**src/rtl/hw_mutex_array.sv**
```systemverilog
// Bank of independent hardware mutexes: round-robin arbitration, direct owner handoff, message passing.
// Define HW_MUTEX_OWNER_CHECK_EN to accept unlocks only from the owner and flag illegal unlocks on error_o.
module hw_mutex_array #(
   parameter int unsigned  NB_CORES    = 8,
   parameter int unsigned  NB_MUTEX    = 4,
   parameter int unsigned  MUTEX_MSG_W = 32,
   localparam int unsigned ID_W        = $clog2(NB_CORES)
) (
   input  logic                                 clk_i,
   input  logic                                 rst_i,
   input  logic [NB_MUTEX-1:0][NB_CORES-1:0]    lock_req_i,
   input  logic [NB_MUTEX-1:0][NB_CORES-1:0]    unlock_req_i,
   input  logic [NB_MUTEX-1:0][MUTEX_MSG_W-1:0] msg_wdata_i,
   output logic [NB_MUTEX-1:0][MUTEX_MSG_W-1:0] msg_rdata_o,
   output logic [NB_MUTEX-1:0][NB_CORES-1:0]    grant_event_o,
   output logic [NB_MUTEX-1:0]                  locked_o,
   output logic [NB_MUTEX-1:0][ID_W-1:0]        owner_o,
   output logic [NB_MUTEX-1:0]                  error_o
);

   typedef enum logic {
      ST_FREE   = 1'b0,
      ST_LOCKED = 1'b1
   } state_e;

   // First set bit of req strictly after last, wrapping around.
   function automatic logic [ID_W-1:0] rr_pick(input logic [NB_CORES-1:0] req,
                                               input logic [ID_W-1:0]     last);
      logic [ID_W-1:0] pick;
      logic            found;
      int unsigned     idx;
      pick  = last;
      found = 1'b0;
      for (int unsigned i = 1; i <= NB_CORES; i++) begin
         idx = (32'(last) + i) % NB_CORES;
         if (!found && req[ID_W'(idx)]) begin
            pick  = ID_W'(idx);
            found = 1'b1;
         end
      end
      return pick;
   endfunction

   for (genvar m = 0; m < NB_MUTEX; m++) begin : g_mutex
      state_e                  state_q;
      logic [NB_CORES-1:0]     pend_q;
      logic [ID_W-1:0]         rr_last_q;
      logic [ID_W-1:0]         owner_q;
      logic [NB_CORES-1:0]     grant_q;
      logic [MUTEX_MSG_W-1:0]  msg_q;
      logic                    err_q;

      logic [NB_CORES-1:0]     acc;
      logic [NB_CORES-1:0]     req;
      logic [NB_CORES-1:0]     req_ho;
      logic [NB_CORES-1:0]     win_oh;
      logic [ID_W-1:0]         win;
      logic                    unlock_ok;
      logic                    err;

`ifdef HW_MUTEX_OWNER_CHECK_EN
      logic [NB_CORES-1:0]     owner_oh;
`endif

      // Accepted unlock bits, arbitration request vectors and winner.
      always_comb begin
`ifdef HW_MUTEX_OWNER_CHECK_EN
         owner_oh = NB_CORES'(1) << owner_q;
         acc      = unlock_req_i[m] & owner_oh;
         err      = (state_q == ST_FREE) ? (|unlock_req_i[m])
                                         : (|(unlock_req_i[m] & ~owner_oh));
`else
         acc      = unlock_req_i[m];
         err      = 1'b0;
`endif
         unlock_ok = (state_q == ST_LOCKED) && (acc != '0);
         req       = pend_q | lock_req_i[m];
         // A releasing core's same-cycle lock is parked so others win first.
         req_ho    = pend_q | (lock_req_i[m] & ~acc);
         win       = rr_pick(unlock_ok ? req_ho : req, rr_last_q);
         win_oh    = NB_CORES'(1) << win;
      end

      always_ff @(posedge clk_i) begin
         if (rst_i) begin
            state_q   <= ST_FREE;
            pend_q    <= '0;
            rr_last_q <= ID_W'(NB_CORES - 1);
            owner_q   <= '0;
            grant_q   <= '0;
            msg_q     <= '0;
            err_q     <= 1'b0;
         end else begin
            grant_q <= '0;
            err_q   <= err;
            if (state_q == ST_FREE) begin
               if (req != '0) begin
                  state_q   <= ST_LOCKED;
                  owner_q   <= win;
                  rr_last_q <= win;
                  grant_q   <= win_oh;
                  pend_q    <= req & ~win_oh;
               end
            end else if (unlock_ok) begin
               msg_q <= msg_wdata_i[m];
               if (req_ho != '0) begin
                  owner_q   <= win;
                  rr_last_q <= win;
                  grant_q   <= win_oh;
                  pend_q    <= (req_ho & ~win_oh) | (lock_req_i[m] & acc);
               end else begin
                  state_q <= ST_FREE;
                  pend_q  <= lock_req_i[m] & acc;
               end
            end else begin
               pend_q <= req;
            end
         end
      end

      assign msg_rdata_o[m]   = msg_q;
      assign grant_event_o[m] = grant_q;
      assign locked_o[m]      = (state_q == ST_LOCKED);
      assign owner_o[m]       = owner_q;
      assign error_o[m]       = err_q;
   end

endmodule
```
**config.mk**
```make
export PLATFORM = sky130hd
export DESIGN_NAME = hw_mutex_array
export DESIGN_NICKNAME = d
export VERILOG_FILES = /design/src/rtl/hw_mutex_array.sv
export SDC_FILE = /design/constraint.sdc
export NUM_CORES = 1
export LEC_CHECK = 0
export BUFFER_PORTS_ARGS = -buffer_cell sky130_fd_sc_hd__buf_2
export CAP_MARGIN = 20
export CORE_UTILIZATION = 50
export DETAILED_ROUTE_END_ITERATION = 7
export PLACE_DENSITY = 0.78
export SETUP_SLACK_MARGIN = 0.1
export SKIP_LAST_GASP = 1
export SYNTH_ARGS = -nofsm -noshare
export SYNTH_HDL_FRONTEND = slang
export SYNTH_SLANG_ARGS = --single-unit
export TNS_END_PERCENT = 30
```
**constraint.sdc**
```tcl
create_clock -name clk_i -period 6.8 [get_ports clk_i]
set_input_delay 0.68 -clock clk_i [delete_from_list [all_inputs] [get_ports clk_i]]
set_output_delay 0.68 -clock clk_i [all_outputs]
set_load 0.01 [all_outputs]
```
Yosys cells after proc, flatten, opt, wreduce, memory -nomap -nowiden
Index checks and enable logic that the tools add are counted.

$add $sub $neg: 32. Order comparisons: 32. Eq/ne operators: 8. Shifts and indexed selects: 4. Multiplexer cells: 192. Bitwise logic cells: 36. Reductions and logical operators: 84.

Operators by type and width (count): $mux W8 (36); $mux W3 (48); $and A8 B8 Y8 (16); $lt A3 B4 Y1 const B (32); $bmux W1 S3 (32); $or A8 B8 Y8 (12); $reduce_bool A8 Y1 (12); $mux W1 (76); $not A8 Y8 (8); $add A3 B3 Y3 const B (16); $logic_and A1 B1 Y1 (32); $shl A1 B3 Y8 const A (4); $logic_not A1 Y1 (28); $add A3 B1 Y3 const B (8); $add A3 B2 Y3 const B (8); $ne A2 B1 Y1 const B (8); $reduce_and A3 Y1 (4); $reduce_and A2 Y1 (4); $reduce_bool A2 Y1 (4).

Register bits: 220.

Logic depth before layout (Yosys ltp)
Depth after elaboration: 35. Mapped depth: 16. Mapped depth without buffers: 11.

Worst setup path after synthesis
No wires, ideal clock.

Kind: register to register. Start: reg g_mutex[2].rr_last_q[0]. End: reg g_mutex[2].pend_q[6]. Library setup time: 133 ps. Arrival time: 3685 ps. Path slack: 2982 ps. Cell stages (with the launch flop): 16. Cells stage by stage: dfxtp_1 buf_4 inv_1 buf_1 ha_1 buf_6 inv_1 buf_2 a21oi_1 mux4_2 or3_4 o41ai_2 o21ai_1 buf_6 nor3_1 o22ai_1.

Longest elaborated chain between the ends: 32.

Ends and longest elaborated chain: start: declaration (RTL line 47) `logic [ID_W-1:0] rr_last_q;`; start signal: assignment (RTL line 88) `rr_last_q <= ID_W'(NB_CORES - 1);`; start signal: assignment (RTL line 100) `rr_last_q <= win;`; start signal: assignment (RTL line 108) `rr_last_q <= win;`; $add A3 B1 Y3 (RTL line 35) `idx = (32'(last) + i) % NB_CORES;`; $bmux W1 S3 (RTL line 36) `if (!found && req[ID_W'(idx)]) begin`; $mux W1 (not written as such) (RTL line 36); $mux W1 (RTL line 36); $logic_not A1 Y1 (RTL line 36); $logic_and A1 B1 Y1 (RTL line 36); $mux W1 (RTL line 36); $logic_not A1 Y1 (RTL line 36); [16 not listed]; $mux W3 (*) (RTL line 36); $shl A1 B3 Y8 (*) (RTL line 81) `win_oh = NB_CORES'(1) << win;`; $not A8 Y8 (*) (RTL line 102, 110); $and A8 B8 Y8 (RTL line 110) `pend_q <= (req_ho & ~win_oh) | (lock_req_i[m] & acc);`; $or A8 B8 Y8 (RTL line 110); $mux W8 (RTL line 106) `if (req_ho != '0) begin`; $mux W8 (RTL line 104) `end else if (unlock_ok) begin`; $mux W8 (*) (RTL line 96) `if (state_q == ST_FREE) begin`; end signal: assignment (RTL line 102) `pend_q <= req & ~win_oh;`; end signal: assignment (RTL line 110); end signal: assignment (RTL line 113) `pend_q <= lock_req_i[m] & acc;`; end: declaration (RTL line 46) `logic [NB_CORES-1:0] pend_q;`.

Mark *: on every way between the ends. The rest lies on a longest branch, timed or not. The select of a mux whose other input is x is not followed. A chain may end at the register's enable or synchronous reset.

Worst setup path after layout
Start: reg g_mutex[1].rr_last_q[0]. End: reg g_mutex[1].pend_q[1].

Longest elaborated chain between the ends: 32.

Ends and longest elaborated chain (RTL line): start: declaration (47); start signal: assignment (88); start signal: assignment (100); start signal: assignment (108); $add A3 B1 Y3 (35); $bmux W1 S3 (36); $mux W1 (not written as such) (36); $mux W1 (36); $logic_not A1 Y1 (36); $logic_and A1 B1 Y1 (36); $mux W1 (36); $logic_not A1 Y1 (36); [16 not listed]; $mux W3 (*) (36); $shl A1 B3 Y8 (*) (81); $not A8 Y8 (*) (102, 110); $and A8 B8 Y8 (110); $or A8 B8 Y8 (110); $mux W8 (106); $mux W8 (104); $mux W8 (*) (96); end signal: assignment (102); end signal: assignment (110); end signal: assignment (113); end: declaration (46).

Marked as above.

==> qor.yml <==
grt:
  grt_pass1_vias: 13500
  grt_max_degree: 98
  grt_usage_pct: 31.6
  antenna_found_initial: 11
  grt_pass1_wl_um: 71600
  grt_overflow: 0
sta:
  finalHoldViolCount: 0
  finalSetupViolCount: 0
  relSlewSlack_pct: 30.0
  clock_skew_ns: 0.0108
  slew_violations: 0
  period_share_pct: 78.6
  fin_crit_ns: 5.34
  tns_ns: 0
  rsz0062_at_grt: "false"
  max_freq_ghz: 0.187
  worstMarginPinSlew_ns: 1.04
critical_path:
  crit_fanout: 28
  worst_setup_path_start_kind: "register"
  critPathLaunch: "g_mutex[1].rr_last_q[0]$_SDFFE_PP1P_"
  ff2ff_setup_slack_ns: 1.46
  worstSetupPathType: "reg -> reg"
  rr_endpoint: "g_mutex[1].pend_q[1]$_SDFFE_PP0P_"
  timing.rr.start: "g_mutex[1].rr_last_q[0]$_SDFFE_PP1P_"
  r2r_cells: 10
  endpoint: "g_mutex[1].pend_q[1]$_SDFFE_PP0P_"
  critPathRequiredTime_ns: 7.22
  endpoint_kind: "register"
  crit_arrival_ns: 5.76
floorplan:
  dieArea_um2: 27500
  coreArea_um2: 26200
  rows: 59
  initial_core_util_pct: 51.3
  design.portCount: 374
  fp.dieH_um: 166
  die_w_um: 166
clock_tree:
  cts.clk_slew.worst_paths_ns: 0.06
  clk_path_buf_depth: 3
  cts_tree: "done"
  ctsHoldBuffers: 0
  clock_latency_ns: 0.53
  cts_resized: 0
  htreeDepth: 1
  cts.sinks: 220
  cts_setup_buffers: 0
  cts_inserted_buffers: 24
  cts-root-buf: "clkbuf_16"
logic_synthesis:
  synth_edf_count: 0
  netlist_top_cells_area: "dfxtp_1 (33%), nand2_1 (9.4%), a21oi_1 (7.0%)"
  syn_area_um2: 13400
  synth.ff_latch_count: 220
  avgSynthCellArea_um2: 7.83
  synth_top_area_cell: "dfxtp_1"
  synthCells: 1717
  synth_async_sr_flop_share_pct: 0
  yosysMostFrequentCell: "nand2_1"
  yosys_warnings: 0
  synth.yosys.seq_area_share_pct: 32.8
  ys_dominant_reg_cell: "dfxtp_1"
  synth_cell_types: 103
  synth.top_cell.area_share_pct: 32.8
  netlist_top_cells_count: "nand2_1 (338), dfxtp_1 (220), a21oi_1 (188)"
routing:
  post_drt_wl_per_cell_um: 19.1
  dr_total_vias: 14500
  routed_wl_um: 45200
  dr.first_iter.drc_count: 1266
  drc: 20
  drt_pre_antenna_iters: 8
  via_per_inst: 6.12
  antenna_left: 0
placed_design:
  post-dp-hpwl_um: 33000
  place_congestion: 0.962
  portBuffers: 369
  place_inst: 2314
final_layout:
  final_util_pct: 61.9
  synthToLayoutAreaGrowth_pct: 20.7
  drive_gt1_share_pct: 26.9
  finalNonFillerCells: 2370
  fin_nets: 2208
power:
  peakVddDrop_v: 0.000253
  p_per_area_nw_per_um2: 515
  power_leakage_uw: 0.00709
run_status:
  run_status: "finished, violations left"
  violations: "design-rule violations"
min_path:
  min_path_type: "in -> reg"
run:
  maxCapViolCount: 0
flip-flops by register name, summed over array words and instances, names as in the netlist:
signal             flops
g_mutex.rr_last_q     12
g_mutex.pend_q        32
g_mutex.owner_q       12
g_mutex.grant_q       32
g_mutex.msg_q        128
g_mutex.state_q        4
where the power goes:
part	leakage, uW	internal [uW]	switching (uW)
Clock	0.000420	881	551
Sequential	0.00182	1540	383
Combinational	0.00485	2080	2910
logic make-up after synthesis:
kind of cell | after synthesis | synth area share, %
flops | 220 | 32.8
mux | 67 | 8.69
other cells | 1 | 0.0279
buf+inv | 174 | 5.56
compound gates | 511 | 25.5
simple gates | 717 | 25.1
xor+xnor | 19 | 1.63
fa+ha+maj | 8 | 0.745
critical path, stage by stage (launching register included):
cell and delay (ns):
dfxtp_1 1.01, inv_1 0.61, ha_1 0.87, inv_1 0.22, o32ai_1 0.53, nand3_1 0.14
o311a_1 0.17, or4b_1 0.61, o22ai_1 0.48, nand3_1 0.25, a211o_1 0.33
cell type report:
type | count | area, um2
fillers | 2319 | 9990
multi-input cells | 1326 | 8320
flip-flops and latches | 220 | 4400
repair buffers | 380 | 1980
clock buffers | 36 | 717
well taps | 335 | 419
inverters | 54 | 203
clock inverters | 8 | 150
diodes | 11 | 27.5
layer usage:
layer / global-route usage (%) / up-vias / routed length (um) / share of wire (%)
met4: 12.6 / 0 / 1620 / 3.6
met5: 0 / - / 0 / 0
met1: 39.4 / 6794 / 17600 / 39
li1: - / 6784 / - / -
met2: 53.1 / 808 / 21500 / 48
met3: 6.89 / 111 / 4430 / 9.8
cells in the final DEF (no fill, tap or decap), drive strengths merged, types with 11 or more instances in the layout:
cell / instances
o21ai: 74
and2: 13
mux2i: 24
o221ai: 13
nand2: 338
nor2: 133
a21boi: 24
diode: 11
a211oi: 23
nor3: 54
nand3: 12
dfxtp: 220
a21oi: 189
inv: 53
buf: 380
o32ai: 23
xnor2: 14
nand2b: 24
mux4: 38
a21o: 17
nor2b: 20
or2: 32
nor4: 27
clkbuf: 36
o22ai: 23
a22oi: 13
worst min path at each step:
stage                     slack [ns]  cells past startpoint                         startpoint                           endpoint
after floorplan                 0.48                      2   g_mutex[0].msg_q[0]$_SDFFE_PP0P_   g_mutex[0].msg_q[0]$_SDFFE_PP0P_
after global placement          0.44                      2  g_mutex[0].msg_q[11]$_SDFFE_PP0P_  g_mutex[0].msg_q[11]$_SDFFE_PP0P_
after detailed placement        0.44                      2   g_mutex[2].msg_q[0]$_SDFFE_PP0P_   g_mutex[2].msg_q[0]$_SDFFE_PP0P_
after CTS                       0.37                      3                    msg_wdata_i[81]  g_mutex[2].msg_q[17]$_SDFFE_PP0P_
after global routing            0.38                      3                    msg_wdata_i[37]   g_mutex[1].msg_q[5]$_SDFFE_PP0P_
final                           0.38                      3                    msg_wdata_i[59]  g_mutex[1].msg_q[27]$_SDFFE_PP0P_
metrics by stage:
step	area (um2)	total power [uW]	hold slack, ns	worst slack, ns
floorplan	13500	5750	0.481	2.98
CTS	16200	8270	0.374	1.53
detailed placement	15300	6820	0.443	1.54
finish	16200	8350	0.382	1.46
global route	16200	8890	0.385	1.08
global placement	15300	6750	0.438	1.65
Power figures use the tool's default switching activity.
